--- src/rtl/mtf_token_packer.sv ---
// mtf_token_packer: classifies each symbol against the recency table as a
// hit (3-bit slot token) or miss (9-bit literal token), packs tokens
// MSB-first into bytes and queues them in a small output FIFO.
// Optional build macro: MTF_STATS_EN adds saturating hit_count/miss_count.
module mtf_token_packer #(
   parameter int FIFO_DEPTH = 8
) (
   input  logic       clk,
   input  logic       rst,
   input  logic       sym_valid,
   input  logic [7:0] data_in,
   input  logic [7:0] tbl_0,
   input  logic [7:0] tbl_1,
   input  logic [7:0] tbl_2,
   input  logic [7:0] tbl_3,
   input  logic [1:0] tbl_valid_0,
   input  logic [1:0] tbl_valid_1,
   input  logic [1:0] tbl_valid_2,
   input  logic [1:0] tbl_valid_3,
   input  logic       flush,
   output logic [7:0] out_data,
   output logic       out_valid,
   input  logic       out_ready,
   output logic       overflow,
   output logic       busy
`ifdef MTF_STATS_EN
   ,
   output logic [15:0] hit_count,
   output logic [15:0] miss_count
`endif
);

   localparam int PW = $clog2(FIFO_DEPTH);
   localparam int CW = PW + 1;

   logic [7:0]    mem [FIFO_DEPTH];
   logic [PW-1:0] wr_ptr, rd_ptr;
   logic [CW-1:0] count, count_nxt, free;

   // Residual bits are kept left-aligned; bits below res_cnt are always zero.
   logic [6:0]    acc, acc_nxt;
   logic [2:0]    res_cnt, res_nxt;
   logic          flush_pend, pend_nxt, ovf_nxt;

   logic          hit;
   logic [1:0]    k;
   logic [15:0]   tok16, win;
   logic [4:0]    tot;
   logic [1:0]    nb, wr_n;
   logic [7:0]    b0, b1;
   logic          rd, hit_acc, miss_acc;

   assign out_valid = (count != '0);
   assign rd        = out_valid & out_ready;
   assign free      = CW'(FIFO_DEPTH) - count + {{PW{1'b0}}, rd};
   assign out_data  = out_valid ? mem[rd_ptr] : 8'h00;
   assign busy      = (res_cnt != 3'd0) | out_valid | flush_pend;

   // Lowest-index valid table entry that matches the symbol.
   always_comb begin
      hit = 1'b1;
      k   = 2'd0;
      if (tbl_valid_0 != 2'd0 && tbl_0 == data_in)      k = 2'd0;
      else if (tbl_valid_1 != 2'd0 && tbl_1 == data_in) k = 2'd1;
      else if (tbl_valid_2 != 2'd0 && tbl_2 == data_in) k = 2'd2;
      else if (tbl_valid_3 != 2'd0 && tbl_3 == data_in) k = 2'd3;
      else hit = 1'b0;
   end

   // Append the token below the residual in a 16-bit window and decide writes.
   always_comb begin
      tok16    = hit ? {1'b1, k, 13'd0} : {1'b0, data_in, 7'd0};
      win      = {acc, 9'd0} | (tok16 >> res_cnt);
      tot      = {2'b00, res_cnt} + (hit ? 5'd3 : 5'd9);
      nb       = tot[4:3];
      wr_n     = 2'd0;
      b0       = win[15:8];
      b1       = win[7:0];
      acc_nxt  = acc;
      res_nxt  = res_cnt;
      pend_nxt = flush_pend;
      ovf_nxt  = overflow;
      hit_acc  = 1'b0;
      miss_acc = 1'b0;
      if (sym_valid) begin
         pend_nxt = flush_pend | flush;
         if ({{(CW-2){1'b0}}, nb} > free) begin
            ovf_nxt = 1'b1;
         end else begin
            wr_n     = nb;
            res_nxt  = tot[2:0];
            hit_acc  = hit;
            miss_acc = ~hit;
            case (nb)
               2'd0:    acc_nxt = win[15:9];
               2'd1:    acc_nxt = win[7:1];
               default: acc_nxt = 7'd0;
            endcase
         end
      end else if (flush | flush_pend) begin
         if (res_cnt == 3'd0) begin
            pend_nxt = 1'b0;
         end else if (free != '0) begin
            wr_n     = 2'd1;
            b0       = {acc, 1'b0};
            acc_nxt  = 7'd0;
            res_nxt  = 3'd0;
            pend_nxt = 1'b0;
         end else begin
            pend_nxt = 1'b1;
         end
      end
      count_nxt = count + {{(CW-2){1'b0}}, wr_n} - {{PW{1'b0}}, rd};
   end

   // Control state: pointers, occupancy, residual and flags.
   always_ff @(posedge clk) begin
      if (rst) begin
         wr_ptr     <= '0;
         rd_ptr     <= '0;
         count      <= '0;
         acc        <= 7'd0;
         res_cnt    <= 3'd0;
         flush_pend <= 1'b0;
         overflow   <= 1'b0;
      end else begin
         wr_ptr     <= wr_ptr + PW'(wr_n);
         rd_ptr     <= rd_ptr + PW'(rd);
         count      <= count_nxt;
         acc        <= acc_nxt;
         res_cnt    <= res_nxt;
         flush_pend <= pend_nxt;
         overflow   <= ovf_nxt;
      end
   end

   // FIFO storage; up to two bytes land per cycle, oldest at wr_ptr.
   always_ff @(posedge clk) begin
      if (wr_n != 2'd0) mem[wr_ptr] <= b0;
      if (wr_n == 2'd2) mem[wr_ptr + PW'(1)] <= b1;
   end

`ifdef MTF_STATS_EN
   // Saturating counters of accepted tokens.
   always_ff @(posedge clk) begin
      if (rst) begin
         hit_count  <= 16'd0;
         miss_count <= 16'd0;
      end else begin
         if (hit_acc && hit_count != 16'hFFFF)   hit_count  <= hit_count + 16'd1;
         if (miss_acc && miss_count != 16'hFFFF) miss_count <= miss_count + 16'd1;
      end
   end
`endif

endmodule

--- config.mk ---
export PLATFORM = sky130hd
export DESIGN_NAME = mtf_token_packer
export DESIGN_NICKNAME = d
export VERILOG_FILES = /design/src/rtl/mtf_token_packer.sv
export SDC_FILE = /design/constraint.sdc
export NUM_CORES = 1
export LEC_CHECK = 0
export ABC_AREA = 1
export CAP_MARGIN = 20
export CORE_MARGIN = 4
export CORE_UTILIZATION = 60
export DETAILED_ROUTE_END_ITERATION = 12
export MAX_ROUTING_LAYER = met4
export PLACE_DENSITY = 0.84
export SYNTH_ARGS = -nofsm -noshare
export SYNTH_HDL_FRONTEND = slang
export SYNTH_SLANG_ARGS = --single-unit
--- constraint.sdc ---
create_clock -name clk -period 11.55 [get_ports clk]
set_input_delay 1.7325 -clock clk [delete_from_list [all_inputs] [get_ports clk]]
set_output_delay 1.7325 -clock clk [all_outputs]
set_load 0.02 [all_outputs]
## After elaboration in Yosys (flattened, before gate mapping)

Memory sizes are Yosys's and may differ from the RTL's. A register that Yosys moved wholly into a read port is not among the register bits.
Index checks and enable logic that the tools add are counted.

| storage, ports and cells | value |
|---|---|
| register bits after elaboration | 22 |
| latch bits | 0 |
| RAM bits | 64 |
| bits in read-only memories | 0 |
| input port bits | 53 |
| word-level logic and storage cells | 89 |
| memories | 1 |

Memory list:

| name | depth | width | rd ports | clocked after Yosys merged registers in | write ports | line | text |
|---|---|---|---|---|---|---|---|
| mem | 8 | 8 | 1 | 1 | 2 | 36 | `logic [7:0] mem [FIFO_DEPTH];` |

| cells by class | value |
|---|---|
| add/sub/neg operators | 8 |
| $mul | 0 |
| divide/modulo/power cells | 0 |
| $lt $le $gt $ge | 1 |
| equality and inequality tests | 8 |
| shifts and indexed selects | 1 |
| multiplexer cells | 40 |
| bitwise gates (word level) | 5 |
| reductions and logical operators | 18 |

Operators by type and width:

| operator | number |
|---|---|
| $mux W8 | 5 |
| $mux W7 | 5 |
| $eq A8 B8 Y1 | 4 |
| $mux W3 | 6 |
| $mux W16 | 1 |
| $or A16 B16 Y16 | 1 |
| $shr A16 B3 Y16 | 1 |
| $mux W1 | 15 |
| $pmux W7 S2 | 1 |
| $reduce_bool A2 Y1 | 7 |
| $mux W2 | 6 |
| $reduce_bool A4 Y1 | 2 |
| $add A3 B4 Y5 | 1 |
| $add A4 B1 Y4 | 1 |
| $add A4 B2 Y4 | 1 |
| $gt A2 B4 Y1 | 1 |
| $logic_and A1 B1 Y1 | 4 |
| $mux W4 | 1 |
| $ne A2 B2 Y1 const B | 2 |
| $reduce_and A4 Y1 | 1 |
| $sub A4 B1 Y4 | 1 |
| $sub A4 B4 Y4 const A | 1 |
| $add A3 B1 Y3 | 1 |
| $add A3 B1 Y3 const B | 1 |
| 9 further kinds | 11 |

## Logic depth before layout (Yosys ltp)

Gate-level depths: netlist of the first run.

| depth | value |
|---|---|
| depth in word-level cells | 14 |
| gate-level depth with buffers | 28 |

## Worst setup path after synthesis of the first run

Ideal clock, no wire load.

| timing path | value |
|---|---|
| kind | input to register |
| from | input data_in[2] |
| to | memory mem[0][0] (enable) |
| arrival time | 5.140 ns |
| data required time | 11.152 ns |
| setup slack | 6.012 ns |
| stages | 21 |
| path buffers | 1 |
| path through | buf_4 -> inv_1 -> nand2_1 -> nand2_1 -> nor2_1 -> nand3_1 -> nor2_1 -> nor2_2 -> nand2_4 -> fa_1 -> nand2_1 -> inv_1 -> nand2_1 -> inv_1 -> ha_1 -> a21oi_1 -> a211oi_1 -> or2_2 -> nand2_1 -> a21oi_1 -> o41ai_1 |

RTL lines:

| what | line | text |
|---|---|---|
| from (decl) | 11 | `input logic [7:0] data_in,` |
| to (decl) | 36 |  |

## Final worst setup path of the first run

| timing path | value |
|---|---|
| from | input data_in[2] |
| to | register count[3] |

| on the way | value |
|---|---|
| longest elaborated chain between the ends | 13 |
| elaborated cells between the ends (all ways) | 19 |

RTL lines:

| what | line | text |
|---|---|---|
| $eq A8 B8 Y1 | 66 | `else if (tbl_valid_3 != 2'd0 && tbl_3 == data_in) k = 2'd3;` |
| $logic_and A1 B1 Y1 | 66 |  |
| $mux W1 | 66 |  |
| $mux W1 | 65 | `else if (tbl_valid_2 != 2'd0 && tbl_2 == data_in) k = 2'd2;` |
| $mux W1 | 64 | `else if (tbl_valid_1 != 2'd0 && tbl_1 == data_in) k = 2'd1;` |
| $mux W1 * | 63 | `if (tbl_valid_0 != 2'd0 && tbl_0 == data_in) k = 2'd0;` |
| $mux W4 * | 74 | `tot = {2'b00, res_cnt} + (hit ? 5'd3 : 5'd9);` |
| $add A3 B4 Y5 * | 74 |  |
| $gt A2 B4 Y1 | 87 | `if ({{(CW-2){1'b0}}, nb} > free) begin` |
| $mux W2 * | 87 |  |
| $mux W2 * | 85 | `if (sym_valid) begin` |
| $add A4 B2 Y4 * | 113 | `count_nxt = count + {{(CW-2){1'b0}}, wr_n} - {{PW{1'b0}}, rd};` |
| $sub A4 B1 Y4 * | 113 |  |
| to (signal assigned) | 129 | `count <= count_nxt;` |
| to (decl) | 38 | `logic [CW-1:0] count, count_nxt, free;` |

Mark *: on every way between the ends. The rest lies on a longest branch, timed or not.
A chain may end at the register's enable or synchronous reset.

==> summary.txt, run 1 <==
Placement
  – Final Wtd Congestion: a little under 1
  – Placed Cells: about 1000
  – Post-DP HPWL: about 13000 um
  – Port buffer count: 63

Floorplan
  – Die W: between 100 and 150 um
  – Site Rows: 36
  – Die Y: about 110 um
  – Initial Utilization: 0.617
  – I/O pin count: 64
  – Die ar.: around 0.012 mm2
  – Core region area: roughly 0.0098 mm2

Routing
  – DRT iter0 DRCs: 489
  – Avg Vias per Cell: about 5.6
  – Via count: approximately 5900
  – Antenna Nets Post-Route: 0
  – Total Wirelength: 16800 um
  – Number of detailed-route iterations in the first pass: 5
  – DRC: 0
  – Routed WL per cell: between 15 and 20 um

Pwr
  – Seq pwr share: 0.340
  – Tot Pwr: 1370 uW
  – Psw: 596 uW
  – Combinational fraction of design power: 0.508
  – PwrDens: 197 mW/mm2
  – Internal power component: approximately 780 uW
  – Leak: slightly below 0.003 uW
  – Worst VDD drop: 135 uV
  – Clk pwr share: 0.152
  – Switching part of the total: 0.435

Finish
  – Area delta synth->final: 15.0%
  – Fill cells: a little over 800
  – ANT cells: 0
  – Layout cells sized above 1: 0.0714
  – Post-Layout Cell Count: between 1000 and 1500
  – Nets: around 980

Synth
  – Post-synthesis mux area share: 0
  – Post-Syn Nets: between 900 and 1000
  – Synth Area in Compound Gates: 0.145
  – Asr flop ratio synth: 0
  – Post-Synth XOR/XNOR Area: 0.0176
  – Synth area leaders: edfxtp_1, nand2_1, o21ai_0
  – Yosys top cell by area: edfxtp_1
  – Commonest register cell after synthesis: edfxtp_1
  – Synth unique cells: 42
  – Cell Area, Synth: a little over 0.006 mm2
  – Syn. warnings: 0
  – Share of the synthesized area in the top cell type: 0.317
  – Main combinational cell family by area after synthesis: simple AND/OR/NAND/NOR gates
  – Top cells by instance count after synthesis: nand2_1, nor2_1, o21ai_0, inv_1, edfxtp_1
  – Seq cells post-synth: between 80 and 90
  – Post-Synth Adder-Cell Area: 0.0409
  – Simple-gate share of the synthesized area: 0.311
  – Register area share after synthesis: 0.390
  – Syn_area_per_cell: around 7.1 um2
  – Post-synth EDFFs: 64
  – Mapped Cells: 850
  – Most instantiated library cell after synthesis: nand2_1

STA
  – Final setup viols: 0
  – Pins over their slew limit: 0
  – Clock period minus worst slack: 6.12 ns
  – Slew @ Worst Pin: between 1 and 1.5 ns
  – Clock Skew: ~0.0080 ns
  – RSZ-0062 raised after global routing: false
  – Hold Fails Final Rpt: 0
  – Setup TNS Final: 0 ns
  – Final period utilization: 0.530
  – Fmax: roughly 160 MHz
  – Max-Slew Margin vs Limit: 0.187

Hold path
  – Hold Path Class: reg -> reg
  – Hold path cells: 2

Clock network
  – Post-CTS Resized: 0
  – H-tree depth: 3
  – CTS tree: built
  – CTS Hold Buffers Added: 0
  – Clk root buf: clkbuf_8
  – Clock slew at reported path FFs: approximately 0.08 ns
  – Clock insertion delay at the later pin of the skew report: about 0.36 ns
  – TritonCTS Buffers: 9
  – Worst-case clock buffer depth: 2
  – Num Clock Sinks: 86
  – Post-CTS Setup Inserts: 0

Critical path
  – Crit end category: register
  – CP startpoint kind: input port
  – CP Data Arrival Time: about 6.4 ns
  – Crit Path Class: in -> reg
  – Cells on worst reg2reg path: 24
  – WP data required: approximately 12 ns
  – CP Max Fanout: 9

Global routing
  – Peak-usage layer in the global routing report: met2
  – Vias in the first global route: 5470
  – Tot GR Track Use: 0.298
  – Met3 Use GR: 0.0430
  – Antenna violations before repair: 0
  – First-pass GRT wire length: between 20000 and 30000 um
  – Met2 Track Usage GR: 0.516
  – Met1 global-route usage: 0.365
  – Pin count of the biggest net entering global routing: 35
  – Grt ovf: 0

Status
  – Status: completed

Flow run
  – Max-cap violation count: 0
[power by group through the flow]
stage / clock [uW] / combinational [uW] / sequential [uW]
2_1_floorplan: 0 / 454 / 454
3_3_place_gp: 0 / 635 / 479
3_5_place_dp: 0 / 661 / 481
4_1_cts: 208 / 664 / 475
5_1_grt: 222 / 773 / 471
6_report: 209 / 697 / 466
[cells by family (layout without fill, tap and decap cells)]
family	after synthesis	in the layout
flip-flops	86	86
adder cells (fa/ha/maj)	18	18
XOR/XNOR	10	10
buffers and inverters	129	189
AO/OA/AOI/OAI	164	164
AND/OR/NAND/NOR	443	443
[area by class of cell]
cell class                 count  area (um2)  share of cell area
clock inverter                 6        62.6             0.00898
clock buffer                  10         128              0.0183
sequential                    86        2360               0.339
multi-input combinational    635        3120               0.447
timing repair buffer          73         726               0.104
tap                          133         166              0.0239
inverter                     100         405              0.0582
[through the flow]
stage / utilization / setup WS [ns] / instance area, um2 / hold slack [ns]
finish: 0.709 / 5.43 / 6970 / 0.467
global route: 0.709 / 5.12 / 6970 / 0.514
CTS: 0.706 / 5.47 / 6930 / 0.468
detailed placement: 0.686 / 5.10 / 6740 / 0.456
global placement: 0.686 / 5.32 / 6740 / 0.452
floorplan: - / 6.01 / 6050 / 0.445
[critical path: stages]
cell and delay, ns:
clkdlybuf4s50_1 0.62, inv_1 0.23, nand2_1 0.07, nand2_1 0.10, nor2_1 0.06, nand3_1 0.07, nor2_1 0.05, nor2_2 0.19
nand2_4 0.14, fa_1 0.40, nand2_1 0.08, inv_1 0.06, nand2_1 0.09, inv_1 0.07, ha_1 0.30, a21oi_1 0.18
a211oi_1 0.09, or2_2 0.31, nor2_1 0.14, inv_1 0.13, ha_1 0.34, inv_1 0.05, ha_1 0.29, nand2_1 0.07
nor2_1 0.04, a211oi_1 0.26, o21ai_0 0.12, a21oi_1 0.12
[state kept, by name, summed over array words and instances (netlist names)]
signal      count
acc             7
count           4
flush_pend      1
mem            64
overflow        1
rd_ptr          3
res_cnt         3
wr_ptr          3
[cell usage in the layout, fill, tap and decap left out, drive strengths merged]
| cell type | instances |
|---|---|
| bufinv | 1 |
| a31oi | 8 |
| and2 | 2 |
| buf | 9 |
| o22ai | 8 |
| a21o | 1 |
| a211oi | 2 |
| o41ai | 8 |
| xor2 | 6 |
| nor3 | 6 |
| edfxtp | 64 |
| ha | 15 |
| clkinv | 15 |
| or2 | 2 |
| o31ai | 1 |
| nor2 | 126 |
| clkinvlp | 2 |
| fa | 3 |
| dfxtp | 22 |
| o21ai | 114 |
| inv | 88 |
| clkbuf | 11 |
| nand4 | 4 |
| nand3 | 52 |
| clkdlybuf4s50 | 63 |
| nand2 | 247 |
| nor3b | 1 |
| xnor2 | 4 |
| a21oi | 22 |
| nand3b | 3 |
[final timing paths]
check / start / endpoint / slack, ns
max: data_in[2] / count[3]$_SDFF_PP0_ / 5.43
min: acc[0]$_SDFFE_PP0P_ / acc[0]$_SDFFE_PP0P_ / 0.47
max reg2reg: count[2]$_SDFF_PP0_ / count[3]$_SDFF_PP0_ / 7.17
min reg2reg: acc[0]$_SDFFE_PP0P_ / acc[0]$_SDFFE_PP0P_ / 0.47
[layer usage]
layer,share of wire,vias up
met5,0,-
met4,0.017,0
met3,0.078,31
met2,0.50,301
met1,0.40,2637
li1,-,2903
Note: power is estimated with default switching activity, not from simulation.
==> run 2: changes to the inputs <==
--- a/config.mk
+++ b/config.mk
@@ -8,10 +8,10 @@
 export ABC_AREA = 1
 export CAP_MARGIN = 20
 export CORE_MARGIN = 4
-export CORE_UTILIZATION = 60
+export CORE_UTILIZATION = 58
 export DETAILED_ROUTE_END_ITERATION = 12
 export MAX_ROUTING_LAYER = met4
-export PLACE_DENSITY = 0.84
+export PLACE_DENSITY = 0.81
 export SYNTH_ARGS = -nofsm -noshare
 export SYNTH_HDL_FRONTEND = slang
 export SYNTH_SLANG_ARGS = --single-unit
==> constraint.sdc (replaced) <==
create_clock -name clk -period 6.1 [get_ports clk]
set_input_delay 0.915 -clock clk [delete_from_list [all_inputs] [get_ports clk]]
set_output_delay 0.915 -clock clk [all_outputs]
set_load 0.02 [all_outputs]
==> run 2 against run 1 <==
Effect of this change: register-to-register slack got worse by 5.3 ns; final cell count rose by 0.48%; sequential share of layout area rose by 0.055 points; largest power group unchanged; combinational power rose by 85%; critical path type unchanged; design area fell by 0.16%.
==> summary.txt, run 2 (same netlist as run 1, synthesis figures left out) <==
Placement
  – Final Wtd Congestion: between 1 and 1.5
  – Post-DP HPWL: 12400 um
  – Port buffer count: 63

STA
  – Fmax: 192 MHz
  – Max-Slew Margin vs Limit: 0.278
  – Pins over their slew limit: 0
  – RSZ-0062 raised after global routing: false
  – Hold Fails Final Rpt: 0
  – Setup TNS Final: 0 ns
  – Final period utilization: 0.853
  – Clock Skew: 0.0122 ns
  – Clock period minus worst slack: around 5.2 ns
  – Final setup viols: 0
  – Slew @ Worst Pin: about 1.1 ns

Critical path
  – R2r setup slk: between 1.5 and 2 ns
  – CP Max Fanout: 9
  – Crit end category: register
  – CP startpoint kind: input port
  – Crit Path Class: in -> reg
  – Crit path largest cell delay: approximately 0.62 ns
  – WP data required: around 6.4 ns
  – CP Data Arrival Time: 5.49 ns
  – CP max-delay cell: clkdlybuf4s50_1

Pwr
  – Leak: around 0.0030 uW
  – Worst VDD drop: 245 uV
  – PwrDens: roughly 370 mW/mm2

Clock network
  – Clk root buf: clkbuf_8
  – Post-CTS Setup Inserts: 0
  – Num Clock Sinks: 86
  – Post-CTS Resized: 0
  – Clock slew at reported path FFs: roughly 0.080 ns
  – TritonCTS Buffers: 9
  – CTS Hold Buffers Added: 0
  – Clock insertion delay at the later pin of the skew report: approximately 0.35 ns
  – H-tree depth: 3
  – Worst-case clock buffer depth: 2
  – CTS tree: built

Routing
  – Antenna Nets Post-Route: 0
  – Total Wirelength: between 15000 and 20000 um
  – DRT iter0 DRCs: 614
  – Number of detailed-route iterations in the first pass: 6
  – Via count: just under 6000
  – Avg Vias per Cell: between 5 and 6
  – DRC: 0
  – Routed WL per cell: 15.6 um

Floorplan
  – Die W: roughly 110 um
  – Site Rows: 37
  – I/O pin count: 64
  – Die Y: 110 um
  – Initial Utilization: 0.592
  – Die ar.: around 0.012 mm2
  – Core region area: roughly 0.01 mm2

Status
  – Status: completed

Finish
  – Layout cells sized above 1: 0.0724
  – Nets: around 980
  – Fill cells: 864
  – Area delta synth->final: 14.9%
  – Biggest regs: mem (64), acc (7), count (4)
  – Max FFs per register: 64
  – ANT cells: 0
  – Reg with most FFs: mem
  – Most common cell after layout, fill and taps aside: nand2_1
  – Util after Layout: 0.680
  – Most frequent cells in the layout: nand2_1, nor2_1, o21ai_0, inv_1, edfxtp_1

Global routing
  – First-pass GRT wire length: 26500 um
  – Tot GR Track Use: 0.287
  – Vias in the first global route: 5490
  – Antenna violations before repair: 0
  – Pin count of the biggest net entering global routing: 35
  – Grt ovf: 0

Flow run
  – Max-cap violation count: 0

Hold path
  – Hold Path Class: reg -> reg
run 2: where the power goes:
group | internal (uW) | switching, uW
registers | 806 | 62.7
clock network | 188 | 201
logic | 464 | 830
run 2: cell type report:
cell class / instances / area, um2 / area share
clock inverter: 4 / 47.5 / 0.00684
multi-input combinational: 635 / 3120 / 0.448
inverter: 100 / 405 / 0.0583
timing repair buffer: 75 / 718 / 0.103
tap: 136 / 170 / 0.0245
sequential: 86 / 2360 / 0.340
clock buffer: 12 / 135 / 0.0194
run 2: path summary, 6_finish.rpt:
check                                    startpoint             endpoint  cells after the start
worst max-delay path                     data_in[2]  count[3]$_SDFF_PP0_                     28
worst min-delay path            acc[6]$_SDFFE_PP0P_  acc[6]$_SDFFE_PP0P_                      2
worst max register to register  count[2]$_SDFF_PP0_  count[3]$_SDFF_PP0_                     24
worst min register to register  acc[6]$_SDFFE_PP0P_  acc[6]$_SDFFE_PP0P_                      2
run 2: through the flow:
stage	worst slack [ns]	hold WS (ns)	cell area, um2	total power [uW]	cells
after floorplan	1.38	0.445	6050	1720	850
after global placement	0.663	0.452	6760	2100	1030
after detailed placement	0.548	0.459	6760	2150	1031
after CTS	0.910	0.472	6950	2530	1047
after global routing	0.551	0.495	6950	2750	1048
final	0.898	0.469	6950	2550	1048
run 2: layer usage:
| layer | global-route usage | share of wire | routed length, um | vias up |
|---|---|---|---|---|
| met4 | 0.101 | 0.021 | 336 | 0 |
| met5 | - | 0 | 0 | - |
| li1 | - | - | - | 2907 |
| met3 | 0.0431 | 0.074 | 1220 | 39 |
| met2 | 0.472 | 0.50 | 8100 | 286 |
| met1 | 0.362 | 0.41 | 6710 | 2648 |
run 2: worst max-delay path, delay by kind of cell:
| kind | cells | cell delay, ns |
|---|---|---|
| fa+ha+maj | 4 | 1.32 |
| buf+inv | 6 | 1.18 |
| compound gates | 5 | 0.71 |
| simple gates | 13 | 1.39 |
==> run 3: changes to the inputs <==
--- a/config.mk
+++ b/config.mk
@@ -8,10 +8,10 @@
 export ABC_AREA = 1
 export CAP_MARGIN = 20
 export CORE_MARGIN = 4
-export CORE_UTILIZATION = 58
+export CORE_UTILIZATION = 60
 export DETAILED_ROUTE_END_ITERATION = 12
 export MAX_ROUTING_LAYER = met4
-export PLACE_DENSITY = 0.81
+export PLACE_DENSITY = 0.84
 export SYNTH_ARGS = -nofsm -noshare
 export SYNTH_HDL_FRONTEND = slang
 export SYNTH_SLANG_ARGS = --single-unit
==> constraint.sdc (replaced) <==
create_clock -name clk -period 6.7 [get_ports clk]
set_input_delay 1.005 -clock clk [delete_from_list [all_inputs] [get_ports clk]]
set_output_delay 1.005 -clock clk [all_outputs]
set_load 0.02 [all_outputs]
==> run 3 against run 2 <==
Effect of this change: setup slack improved by 0.43 ns; critical endpoint unchanged; largest cell class unchanged; combinational power down 6%; non-clock buffer count fell by 1; design area hardly changed; register-to-register slack better by 0.46 ns; first-iteration DRC count decreased by 27%; flip-flop and latch count unchanged.
==> summary.txt, run 3 (same netlist as run 1, synthesis figures left out) <==
Finish
  – Post-Layout Cell Count: about 1000
  – Area delta synth->final: 14.9%
  – ANT cells: 0
  – Nets: 977
  – Reg with most FFs: mem
  – Most common cell after layout, fill and taps aside: nand2_1
  – Layout cells sized above 1: 0.0724
  – Post-route design area: a little under 0.007 mm2
  – Most frequent cells in the layout: nand2_1, nor2_1, o21ai_0, inv_1, edfxtp_1
  – Biggest regs: mem (64), acc (7), count (4)
  – Max FFs per register: 64

Global routing
  – Vias in the first global route: ~5600
  – Pin count of the biggest net entering global routing: 35
  – Grt ovf: 0
  – Antenna violations before repair: 0
  – Tot GR Track Use: 0.306
  – First-pass GRT wire length: approximately 27000 um

STA
  – Hold Fails Final Rpt: 0
  – Pins over their slew limit: 0
  – Clock Skew: 0.00767 ns
  – Setup TNS Final: 0 ns
  – Clock period minus worst slack: approximately 5.4 ns
  – Final period utilization: 0.802
  – Slew @ Worst Pin: ~1.1 ns
  – RSZ-0062 raised after global routing: false
  – Fmax: ~190 MHz
  – Final setup viols: 0
  – Max-Slew Margin vs Limit: 0.240
  – Worst setup slack after layout: roughly 1.3 ns

Critical path
  – WP data required: approximately 7.0 ns
  – Crit Path Class: in -> reg
  – R2r setup slk: roughly 2.3 ns
  – CP Data Arrival Time: approximately 5.7 ns
  – CP startpoint kind: input port
  – Cells on worst reg2reg path: 24
  – Crit end category: register
  – Buf/Inv on CP: 6
  – CP max-delay cell: clkdlybuf4s50_1
  – CP Max Fanout: 9
  – R2R Path End: count[3]$_SDFF_PP0_
  – Worst path top cell family by delay: simple AND/OR/NAND/NOR gates
  – Critical R2R Launch: count[2]$_SDFF_PP0_
  – Crit path largest cell delay: 0.61 ns

Routing
  – DRT iter0 DRCs: between 400 and 500
  – Antenna Nets Post-Route: 0
  – Number of detailed-route iterations in the first pass: 5
  – Routed WL per cell: about 16 um
  – WL met2: between 8000 and 9000 um
  – DRC: 0
  – Avg Vias per Cell: between 5 and 6
  – DR WL met3: roughly 1400 um
  – Total Wirelength: 17100 um
  – Via count: roughly 6000
  – Uppermost routed layer: met4
  – M1 wire length: 6850 um

Floorplan
  – Core region area: approximately 0.0098 mm2
  – Die W: roughly 110 um
  – Die ar.: between 0.01 and 0.015 mm2
  – Site Rows: 36
  – I/O pin count: 64
  – Die Y: between 100 and 150 um
  – Initial Utilization: 0.617

Clock network
  – Clock slew at reported path FFs: 0.08 ns
  – Num Clock Sinks: between 80 and 90
  – H-tree depth: 3
  – Clk root buf: clkbuf_8
  – Post-CTS Setup Inserts: 0
  – Worst-case clock buffer depth: 2
  – TritonCTS Buffers: 9
  – Clock insertion delay at the later pin of the skew report: around 0.36 ns
  – CTS Hold Buffers Added: 0
  – Post-CTS Resized: 0
  – CTS tree: built

Placement
  – Port buffer count: 63
  – Post-DP HPWL: 12800 um
  – Place WS: 0.979 ns
  – Area post-placement: between 0.006 and 0.007 mm2
  – Final Wtd Congestion: between 0.9 and 1
  – Placed Cells: a little over 1000

Hold path
  – Hold Crit Start: acc[0]$_SDFFE_PP0P_
  – Hold path cells: 2
  – Hold Path Class: reg -> reg
  – Min-Delay Endpoint: acc[0]$_SDFFE_PP0P_

Flow run
  – Max-cap violation count: 0

Pwr
  – Tot Pwr: ~2400 uW
  – Worst VDD drop: about 220 uV
  – PwrDens: approximately 340 mW/mm2
  – Leak: just under 0.003 uW

Status
  – Status: completed
==> run 3: worst register-to-register path: cells and delay by family, from the launching register on <==
kind | cells | cell delay, ns
fa+ha+maj | 6 | 1.57
simple gates | 7 | 0.83
compound gates | 5 | 0.78
buf+inv | 6 | 0.78
flops | 1 | 0.38
==> run 3: cell type report <==
class,count,area (um2)
multi-input cells,635,3120
fillers,826,2860
clock buffers,13,159
inverters,100,405
well taps,133,166
flip-flops and latches,86,2360
repair buffers,74,731
clock inverters,3,20.0
==> run 3: metal layers <==
layer | vias up | global-route usage
met1 | 2731 | 0.379
met3 | 29 | 0.0388
met4 | 0 | 0.109
met5 | - | -
li1 | 2903 | -
met2 | 315 | 0.517
==> run 3: through the flow <==
step           utilization  hold slack [ns]
6_report             0.709            0.470
5_1_grt              0.709            0.511
4_1_cts              0.705            0.471
3_5_place_dp         0.686            0.459
3_3_place_gp         0.686            0.452
2_1_floorplan            -            0.445
==> run 3: worst max-delay path by stage <==
stage	end	start	cells past startpoint
global route	count[3]$_SDFF_PP0_	data_in[2]	28
global placement	count[3]$_SDFF_PP0_	data_in[2]	28
finish	count[3]$_SDFF_PP0_	data_in[2]	28
detailed placement	count[3]$_SDFF_PP0_	data_in[2]	28
CTS	count[3]$_SDFF_PP0_	data_in[2]	28
floorplan	mem[0][0]$_DFFE_PP_	data_in[2]	21
==> run 3: power breakdown <==
| part | internal [uW] | switching [uW] | leakage, uW |
|---|---|---|---|
| clock | 155 | 185 | 0.0000857 |
| sequential | 734 | 72.4 | 0.000764 |
| combinational | 435 | 771 | 0.00212 |
